File: src/rtl/neander_x_pkg.sv
// Shared types and constants for the NEANDER-X execute/writeback stage.
package neander_x_pkg;

  typedef enum logic [3:0] {
    OP_ADD   = 4'b0000,
    OP_SUB   = 4'b0001,
    OP_AND   = 4'b0010,
    OP_OR    = 4'b0011,
    OP_XOR   = 4'b0100,
    OP_NOT   = 4'b0101,
    OP_SHL   = 4'b0110,
    OP_SHR   = 4'b0111,
    OP_NEG   = 4'b1000,
    OP_MUL   = 4'b1001,
    OP_DIV   = 4'b1010,
    OP_LDY   = 4'b1011,
    OP_LDA   = 4'b1100,
    OP_SWAP  = 4'b1101,
    OP_NOP_E = 4'b1110,
    OP_NOP_F = 4'b1111
  } opcode_e;

  typedef enum logic [1:0] {
    ST_IDLE = 2'b00,
    ST_EXEC = 2'b01,
    ST_DIV  = 2'b10
  } exec_state_e;

  localparam int DIV_ITERATIONS = 8;

endpackage

File: src/rtl/neander_x_exec_unit_if.sv
// Request handshake between the NEANDER-X control FSM (master) and the exec unit (slave).
interface neander_x_exec_unit_if;
  import neander_x_pkg::*;

  logic       req_valid;
  logic       req_ready;
  opcode_e    req_op;
  logic [7:0] req_operand;

  modport master (output req_valid, output req_op, output req_operand, input req_ready);
  modport slave  (input req_valid, input req_op, input req_operand, output req_ready);

endinterface

File: src/rtl/neander_x_divider.sv
// Iterative restoring 8-bit divider, one quotient bit per cycle, MSB first.
// Only present when NEANDER_X_DIV_EN is defined.
`ifdef NEANDER_X_DIV_EN
module neander_x_divider
  import neander_x_pkg::*;
(
  input  logic       clk,
  input  logic       rst_n,
  input  logic       start,
  input  logic [7:0] dividend,
  input  logic [7:0] divisor,
  output logic [7:0] quotient,
  output logic [7:0] remainder,
  output logic       last
);

  logic [7:0] rem_q;
  logic [7:0] quo_q;
  logic [2:0] count_q;
  logic [8:0] rem_shift;
  logic [8:0] trial;
  logic       q_bit;

  // Outputs are the result of the iteration taking place this cycle, so the
  // owner can commit on the same edge as the final iteration.
  always_comb begin
    rem_shift = {rem_q, quo_q[7]};
    trial     = rem_shift - {1'b0, divisor};
    q_bit     = ~trial[8];
    remainder = q_bit ? trial[7:0] : rem_shift[7:0];
    quotient  = {quo_q[6:0], q_bit};
    last      = (count_q == 3'(DIV_ITERATIONS - 1));
  end

  always_ff @(posedge clk or negedge rst_n) begin
    if (!rst_n) begin
      rem_q   <= 8'h00;
      quo_q   <= 8'h00;
      count_q <= 3'd0;
    end else if (start) begin
      rem_q   <= 8'h00;
      quo_q   <= dividend;
      count_q <= 3'd0;
    end else begin
      rem_q   <= remainder;
      quo_q   <= quotient;
      count_q <= count_q + 3'd1;
    end
  end

endmodule
`endif

File: src/rtl/neander_x_exec_unit.sv
// NEANDER-X execute/writeback stage: drives the ALU and commits AC, Y and N/Z/C.
// Define NEANDER_X_DIV_EN to add the iterative DIV opcode.
module neander_x_exec_unit
  import neander_x_pkg::*;
(
  input  logic                        clk,
  input  logic                        rst_n,
  neander_x_exec_unit_if.slave        req,
  output logic [7:0]                  alu_a,
  output logic [7:0]                  alu_b,
  output logic [3:0]                  alu_op,
  input  logic [7:0]                  alu_result,
  input  logic [7:0]                  alu_mul_high,
  input  logic                        alu_carry,
  output logic [7:0]                  ac,
  output logic [7:0]                  y,
  output logic                        flag_n,
  output logic                        flag_z,
  output logic                        flag_c,
  output logic                        busy,
  output logic                        done
);

  exec_state_e state_q, state_next;
  opcode_e     op_q;
  logic [7:0]  operand_q;
  logic [7:0]  ac_d, y_d;
  logic        c_d, ac_write, done_d, div_start;
  logic        accept;

`ifdef NEANDER_X_DIV_EN
  logic [7:0] div_quotient, div_remainder;
  logic       div_last;

  neander_x_divider u_divider (
    .clk       (clk),
    .rst_n     (rst_n),
    .start     (div_start),
    .dividend  (ac),
    .divisor   (operand_q),
    .quotient  (div_quotient),
    .remainder (div_remainder),
    .last      (div_last)
  );
`endif

  assign req.req_ready = (state_q == ST_IDLE);
  assign busy          = (state_q != ST_IDLE);
  assign accept        = req.req_valid && (state_q == ST_IDLE);
  assign alu_a         = ac;
  assign alu_b         = operand_q;
  assign alu_op        = (op_q >= OP_DIV) ? 4'b0000 : op_q;

  // Next-state and commit values; N/Z only follow AC when the op actually writes AC.
  always_comb begin
    state_next = state_q;
    ac_d       = ac;
    y_d        = y;
    c_d        = flag_c;
    ac_write   = 1'b0;
    done_d     = 1'b0;
    div_start  = 1'b0;
    case (state_q)
      ST_IDLE: begin
        if (accept) state_next = ST_EXEC;
      end
      ST_EXEC: begin
        state_next = ST_IDLE;
        done_d     = 1'b1;
        case (op_q)
          OP_ADD, OP_SUB, OP_SHL, OP_SHR, OP_NEG: begin
            ac_d     = alu_result;
            c_d      = alu_carry;
            ac_write = 1'b1;
          end
          OP_MUL: begin
            ac_d     = alu_result;
            y_d      = alu_mul_high;
            c_d      = alu_carry;
            ac_write = 1'b1;
          end
          OP_AND, OP_OR, OP_XOR, OP_NOT: begin
            ac_d     = alu_result;
            ac_write = 1'b1;
          end
`ifdef NEANDER_X_DIV_EN
          OP_DIV: begin
            if (operand_q == 8'h00) begin
              ac_d     = 8'hFF;
              y_d      = ac;
              c_d      = 1'b1;
              ac_write = 1'b1;
            end else begin
              state_next = ST_DIV;
              done_d     = 1'b0;
              div_start  = 1'b1;
            end
          end
`endif
          OP_LDY: y_d = operand_q;
          OP_LDA: begin
            ac_d     = operand_q;
            ac_write = 1'b1;
          end
          OP_SWAP: begin
            ac_d     = y;
            y_d      = ac;
            ac_write = 1'b1;
          end
          default: ;
        endcase
      end
`ifdef NEANDER_X_DIV_EN
      ST_DIV: begin
        if (div_last) begin
          ac_d       = div_quotient;
          y_d        = div_remainder;
          c_d        = 1'b0;
          ac_write   = 1'b1;
          done_d     = 1'b1;
          state_next = ST_IDLE;
        end
      end
`endif
      default: state_next = ST_IDLE;
    endcase
  end

  always_ff @(posedge clk or negedge rst_n) begin
    if (!rst_n) begin
      state_q   <= ST_IDLE;
      op_q      <= OP_ADD;
      operand_q <= 8'h00;
      ac        <= 8'h00;
      y         <= 8'h00;
      flag_n    <= 1'b0;
      flag_z    <= 1'b0;
      flag_c    <= 1'b0;
      done      <= 1'b0;
    end else begin
      state_q <= state_next;
      if (accept) begin
        op_q      <= req.req_op;
        operand_q <= req.req_operand;
      end
      ac     <= ac_d;
      y      <= y_d;
      flag_c <= c_d;
      if (ac_write) begin
        flag_n <= ac_d[7];
        flag_z <= (ac_d == 8'h00);
      end
      done <= done_d;
    end
  end

endmodule

File: src/flat_wrapper.sv
// flat-port wrapper written by rule: the top's interface ports become plain ports
module neander_x_exec_unit_flat import neander_x_pkg::*;
  (clk, rst_n, alu_a, alu_b, alu_op, alu_result, alu_mul_high, alu_carry, ac, y, flag_n, flag_z, flag_c, busy, done, req_req_valid, req_req_op, req_req_operand, req_req_ready);
  neander_x_exec_unit_if req_i ();
  input  logic clk;
  input  logic rst_n;
  output logic [7:0] alu_a;
  output logic [7:0] alu_b;
  output logic [3:0] alu_op;
  input  logic [7:0] alu_result;
  input  logic [7:0] alu_mul_high;
  input  logic alu_carry;
  output logic [7:0] ac;
  output logic [7:0] y;
  output logic flag_n;
  output logic flag_z;
  output logic flag_c;
  output logic busy;
  output logic done;
  input wire logic [$bits(req_i.req_valid)-1:0] req_req_valid;
  input wire logic [$bits(req_i.req_op)-1:0] req_req_op;
  input wire logic [$bits(req_i.req_operand)-1:0] req_req_operand;
  output wire logic [$bits(req_i.req_ready)-1:0] req_req_ready;
  assign req_i.req_valid = req_req_valid;
  assign req_i.req_op = req_req_op;
  assign req_i.req_operand = req_req_operand;
  assign req_req_ready = req_i.req_ready;
  neander_x_exec_unit u_core (.clk(clk), .rst_n(rst_n), .req(req_i), .alu_a(alu_a), .alu_b(alu_b), .alu_op(alu_op), .alu_result(alu_result), .alu_mul_high(alu_mul_high), .alu_carry(alu_carry), .ac(ac), .y(y), .flag_n(flag_n), .flag_z(flag_z), .flag_c(flag_c), .busy(busy), .done(done));
endmodule
File: config.mk
export PLATFORM = sky130hd
export DESIGN_NAME = neander_x_exec_unit_flat
export DESIGN_NICKNAME = d
export VERILOG_FILES = /design/src/rtl/neander_x_pkg.sv /design/src/rtl/neander_x_exec_unit_if.sv /design/src/rtl/neander_x_divider.sv /design/src/rtl/neander_x_exec_unit.sv /design/src/flat_wrapper.sv
export SDC_FILE = /design/constraint.sdc
export NUM_CORES = 1
export LEC_CHECK = 0
export ABC_CLOCK_PERIOD_IN_PS = 2790
export CORE_ASPECT_RATIO = 1.75
export CORE_MARGIN = 2
export CORE_UTILIZATION = 30
export DETAILED_ROUTE_END_ITERATION = 8
export SLEW_MARGIN = 20
export SYNTH_ARGS = -nofsm -noshare
export SYNTH_HDL_FRONTEND = slang
export SYNTH_SLANG_ARGS = --single-unit
File: constraint.sdc
create_clock -name clk -period 2.79 [get_ports clk]
set_input_delay 0.4185 -clock clk [delete_from_list [all_inputs] [get_ports clk]]
set_output_delay 0.4185 -clock clk [all_outputs]
set_load 0.05 [all_outputs]
Word-level counts from Yosys, hierarchy flattened
Index checks and enable logic that the tools add are counted.

Flip-flop bits (word level): 34. Latch bits: 0. Memory bits (writable): 0. ROM bits: 0. Memories: 0.

$add $sub $neg: 0. $mul: 0. Divide/modulo/power cells: 0. Order comparisons: 1. Eq/ne operators: 14. Shift-type cells: 0. Muxes and demuxes: 9. Bitwise logic cells: 0. Reductions and logical operators: 11.

Operators by type and width (count): $pmux 8 s3 (2); $eq 4x4->1 const B (5); $eq 4x3->1 const B (4); $reduce_or 12->1 (1); $reduce_or 10->1 (1); $eq 4x2->1 const B (2); $logic_not 8->1 (1); $mux 8 (1); $reduce_or 6->1 (1); $eq 4x1->1 const B (1); $ge 4x4->1 const B (1); $logic_not 4->1 (1); $mux 2 (2); $mux 4 (1); $reduce_and 2->1 (2); $mux 1 (3); $reduce_bool 3->1 (1); $eq 2x1->1 const B (1); $logic_not 2->1 (1); $ne 2x1->1 const B (1); $reduce_bool 2->1 (1); $logic_and 1x1->1 (1).

Depth between registers and ports, before layout
Depth in word-level cells: 5. Mapped depth: 7.

Worst setup path after synthesis
Ideal clock, no wire load.

Path type: reg2out. Start point: register u_core.op_q[1]. End point: output alu_op[0]. Arrival time: 1.920 ns. Required time: 2.372 ns. Setup slack: 0.451 ns. Cell stages (with the launch flop): 4. Buffers on the path: 1. Cell sequence: dfrtp_1 buf_2 or2_1 a21boi_0.

Word-level cells in the longest chain between the ends: 2.

Ends and longest elaborated chain: start: declaration (RTL line neander_x_exec_unit.sv:25) `opcode_e op_q;`; start signal: assignment (RTL line neander_x_exec_unit.sv:143) `op_q <= req.req_op;`; $ge 4x4->1 (RTL line neander_x_exec_unit.sv:52) `assign alu_op = (op_q >= OP_DIV) ? 4'b0000 : op_q;`; $mux 4 (RTL line neander_x_exec_unit.sv:52); end: declaration (RTL line flat_wrapper.sv:9) `output logic [3:0] alu_op;`.

Every way passes these cells.

Final worst setup path
Start point: register u_core.op_q[1]. End point: output alu_op[1].

Word-level cells in the longest chain between the ends: 2.

Ends and longest elaborated chain (RTL line): $ge 4x4->1 (neander_x_exec_unit.sv:52); $mux 4 (*) (neander_x_exec_unit.sv:52).

Mark *: on every way between the ends. The rest lies on a longest branch, timed or not.

==> metrics.yaml <==
worst_slack_ps: 546
slew_viol_final: 0
critical_path.cell_chain: "nor2b_1 > clkdlybuf4s50_1"
drive_above_1_share_pct: 10.7
ys_async_sr_fraction_pct: 100
antenna_found_initial: 0
relSlewSlack_pct: 62.3
vias: 1688
gp_congestion: 0.761
io_pins: 74
skew_ps: 7.53
ys_seq_area_share_pct: 44.2
die_area_um2: 6900
die_w_um: 63.7
cp.arrival_ps: 1830
status: "finished, final reports clean"
yosys-top-cells-count: "33 x dfrtp_1, 32 x nor2_1, 15 x o21ai_1"
grt_pass1_wl_um: 8000
hp-class: "reg2reg"
p_per_area_nw_per_um2: 920
grt_pass1_vias: 1625
std_cell_rows: 38
synth_nets: 228
finalCriticalPeriod_ps: 2240
tritoncts: "yes"
drv_cap: 0
synth_warnings: 0
port_buffers: 73
setup_tns_ps: 0
synth_flop_cell: "dfrtp_1"
crit_required_ps: 2370
cts_sinks: 33
clk_latency_ps: 290
grt_max_degree: 34
max_freq_mhz: 446
ant_nets: 0
synth_top_area_share_pct: 44.2
holdWs_ps: 494
netlist_area_um2: 1870
leakagePower_nw: 1.07
synthTopCellsByArea: "dfrtp_1 44%, mux2_1 6.6%, nor2_1 6.4%, nor2b_1 4.0%, o21ai_1 4.0%"
crit_slowest_cell: "clkdlybuf4s50_1"
period_share_pct: 80.4
clk_pin_slew_ps: 70
n_fill_cell: 602
dr.pass1.iters: 4
holdBufCountCts: 0
multi_input_area_um2: 905
htree_levels: 2
avgSynthCellArea_um2: 9.53
end_kind: "output pin"
drt_iter0_markers: 59
start_util_pct: 30.5
nNetsFinal: 292
viasPerCell: 4.95
cts_max_path_buffers: 2
hold_viol: 0
fin_cells: 341
yosysMostFrequentCell: "dfrtp_1"
yosysUniqueCellTypes: 33
worstMarginPinSlew_ps: 564
routedWlPerCell_um: 15.0
postCtsSetupBuffers: 0
ys_ff_latch: 33
coreArea_um2: 6130
drcViolationCount: 0
yosys.area.top_type: "dfrtp_1"
cp_max_fo: 13
cts_made_buffers: 5
path_class: "reg2out"
syn-instance-count: 196
grt_overflow: 0
setup_viol: 0
die_h_um: 108
ff_latch_area_um2: 826
synth_edf_count: 0
rsz0062_at_grt: "no"
worst_setup_path_start_kind: "register"
slowest_delay_ps: 810
hpwlAfterDp_um: 3900
dpl.cell_count: 333
drt_wl_total_um: 5100
antennaDiodeCount: 0
area_growth_pct: 44.7
vdd_drop_max_v: 0.000451
grt_usage_pct: 15.2
dp_slack_ps: 784
root_buffer: "clkbuf_8"
cts_resized: 0
power by group:
part	total, mW	leakage, nW	switching (mW)	internal [mW]
clock	0.403	0.0542	0.180	0.223
combinational	1.33	0.631	0.859	0.468
sequential	0.757	0.390	0.149	0.608
final timing paths:
| kind | from | end | slack, ps | cells after the start |
|---|---|---|---|---|
| worst max-delay path | u_core.op_q[1]$_DFFE_PN0P_ | alu_op[1] | 550 | 2 |
| worst min-delay path | u_core.flag_c$_DFFE_PN0P_ | u_core.flag_c$_DFFE_PN0P_ | 490 | 1 |
| worst max register to register | u_core.op_q[1]$_DFFE_PN0P_ | u_core.flag_z$_DFFE_PN0P_ | 760 | 6 |
| worst min register to register | u_core.flag_c$_DFFE_PN0P_ | u_core.flag_c$_DFFE_PN0P_ | 490 | 1 |
| max in group asynchronous | rst_n | u_core.done$_DFF_PN0_ | 1950 | 2 |
| min in group asynchronous | rst_n | u_core.ac[7]$_DFF_PN0_ | 540 | 2 |
critical path: cells and delay by family (launching register included):
| family | cells | cell delay (ps) |
|---|---|---|
| flip-flops | 1 | 550 |
| AND/OR/NAND/NOR | 1 | 180 |
| buffers and inverters | 1 | 810 |
layer usage:
| metal | wire (um) | part of all wire (%) | track usage [%] |
|---|---|---|---|
| met5 | 0 | 0 | 0 |
| met4 | 150 | 2.9 | 7.45 |
| met3 | 262 | 5.1 | 3.54 |
| met2 | 2700 | 53 | 26.5 |
| met1 | 1990 | 39 | 17.2 |
final cells by class:
type	instances	share of cell area (%)
multi-input combinational	140	33.5
sequential	33	30.6
timing repair buffer	78	28.2
tap	80	3.70
clock buffer	7	3.56
inverter	2	0.278
clock inverter	1	0.185
cells by family after synthesis:
logic type             after synthesis  share of synthesized area [%]
and+or+nand+nor                     74                           19.2
AOI/OAI and AO/OA                   48                           17.8
DFF                                 33                           44.2
buffers and inverters               23                           7.37
muxes                               18                           11.5
state kept, by name (all words and copies together), names as in the netlist:
signal and cells:
u_core.op_q 4, u_core.state_q 1, u_core.ac 8, u_core.alu_b 8
u_core.y 8, u_core.flag_n 1, u_core.flag_z 1, u_core.done 1
u_core.flag_c 1
through the flow:
| stage | area, um^2 | power (mW) | utilization [%] |
|---|---|---|---|
| after detailed placement | 2600 | 2.10 | 42.4 |
| final | 2700 | 2.49 | 44.1 |
| after global routing | 2700 | 2.61 | 44.1 |
| after global placement | 2600 | 2.10 | 42.4 |
| after floorplan | 1870 | 1.67 | - |
| after CTS | 2700 | 2.51 | 44.1 |
cell usage in the layout, fill, tap and decap left out, types with 8 or more instances in the layout:
master / n
a21oi_1: 9
clkdlybuf4s50_1: 71
dfrtp_1: 33
mux2_1: 11
nand2_1: 11
nor2_1: 32
nor2b_1: 12
nor3_1: 9
o21ai_1: 15
o221ai_1: 8
No activity file was read; power rests on OpenSTA's default activity.
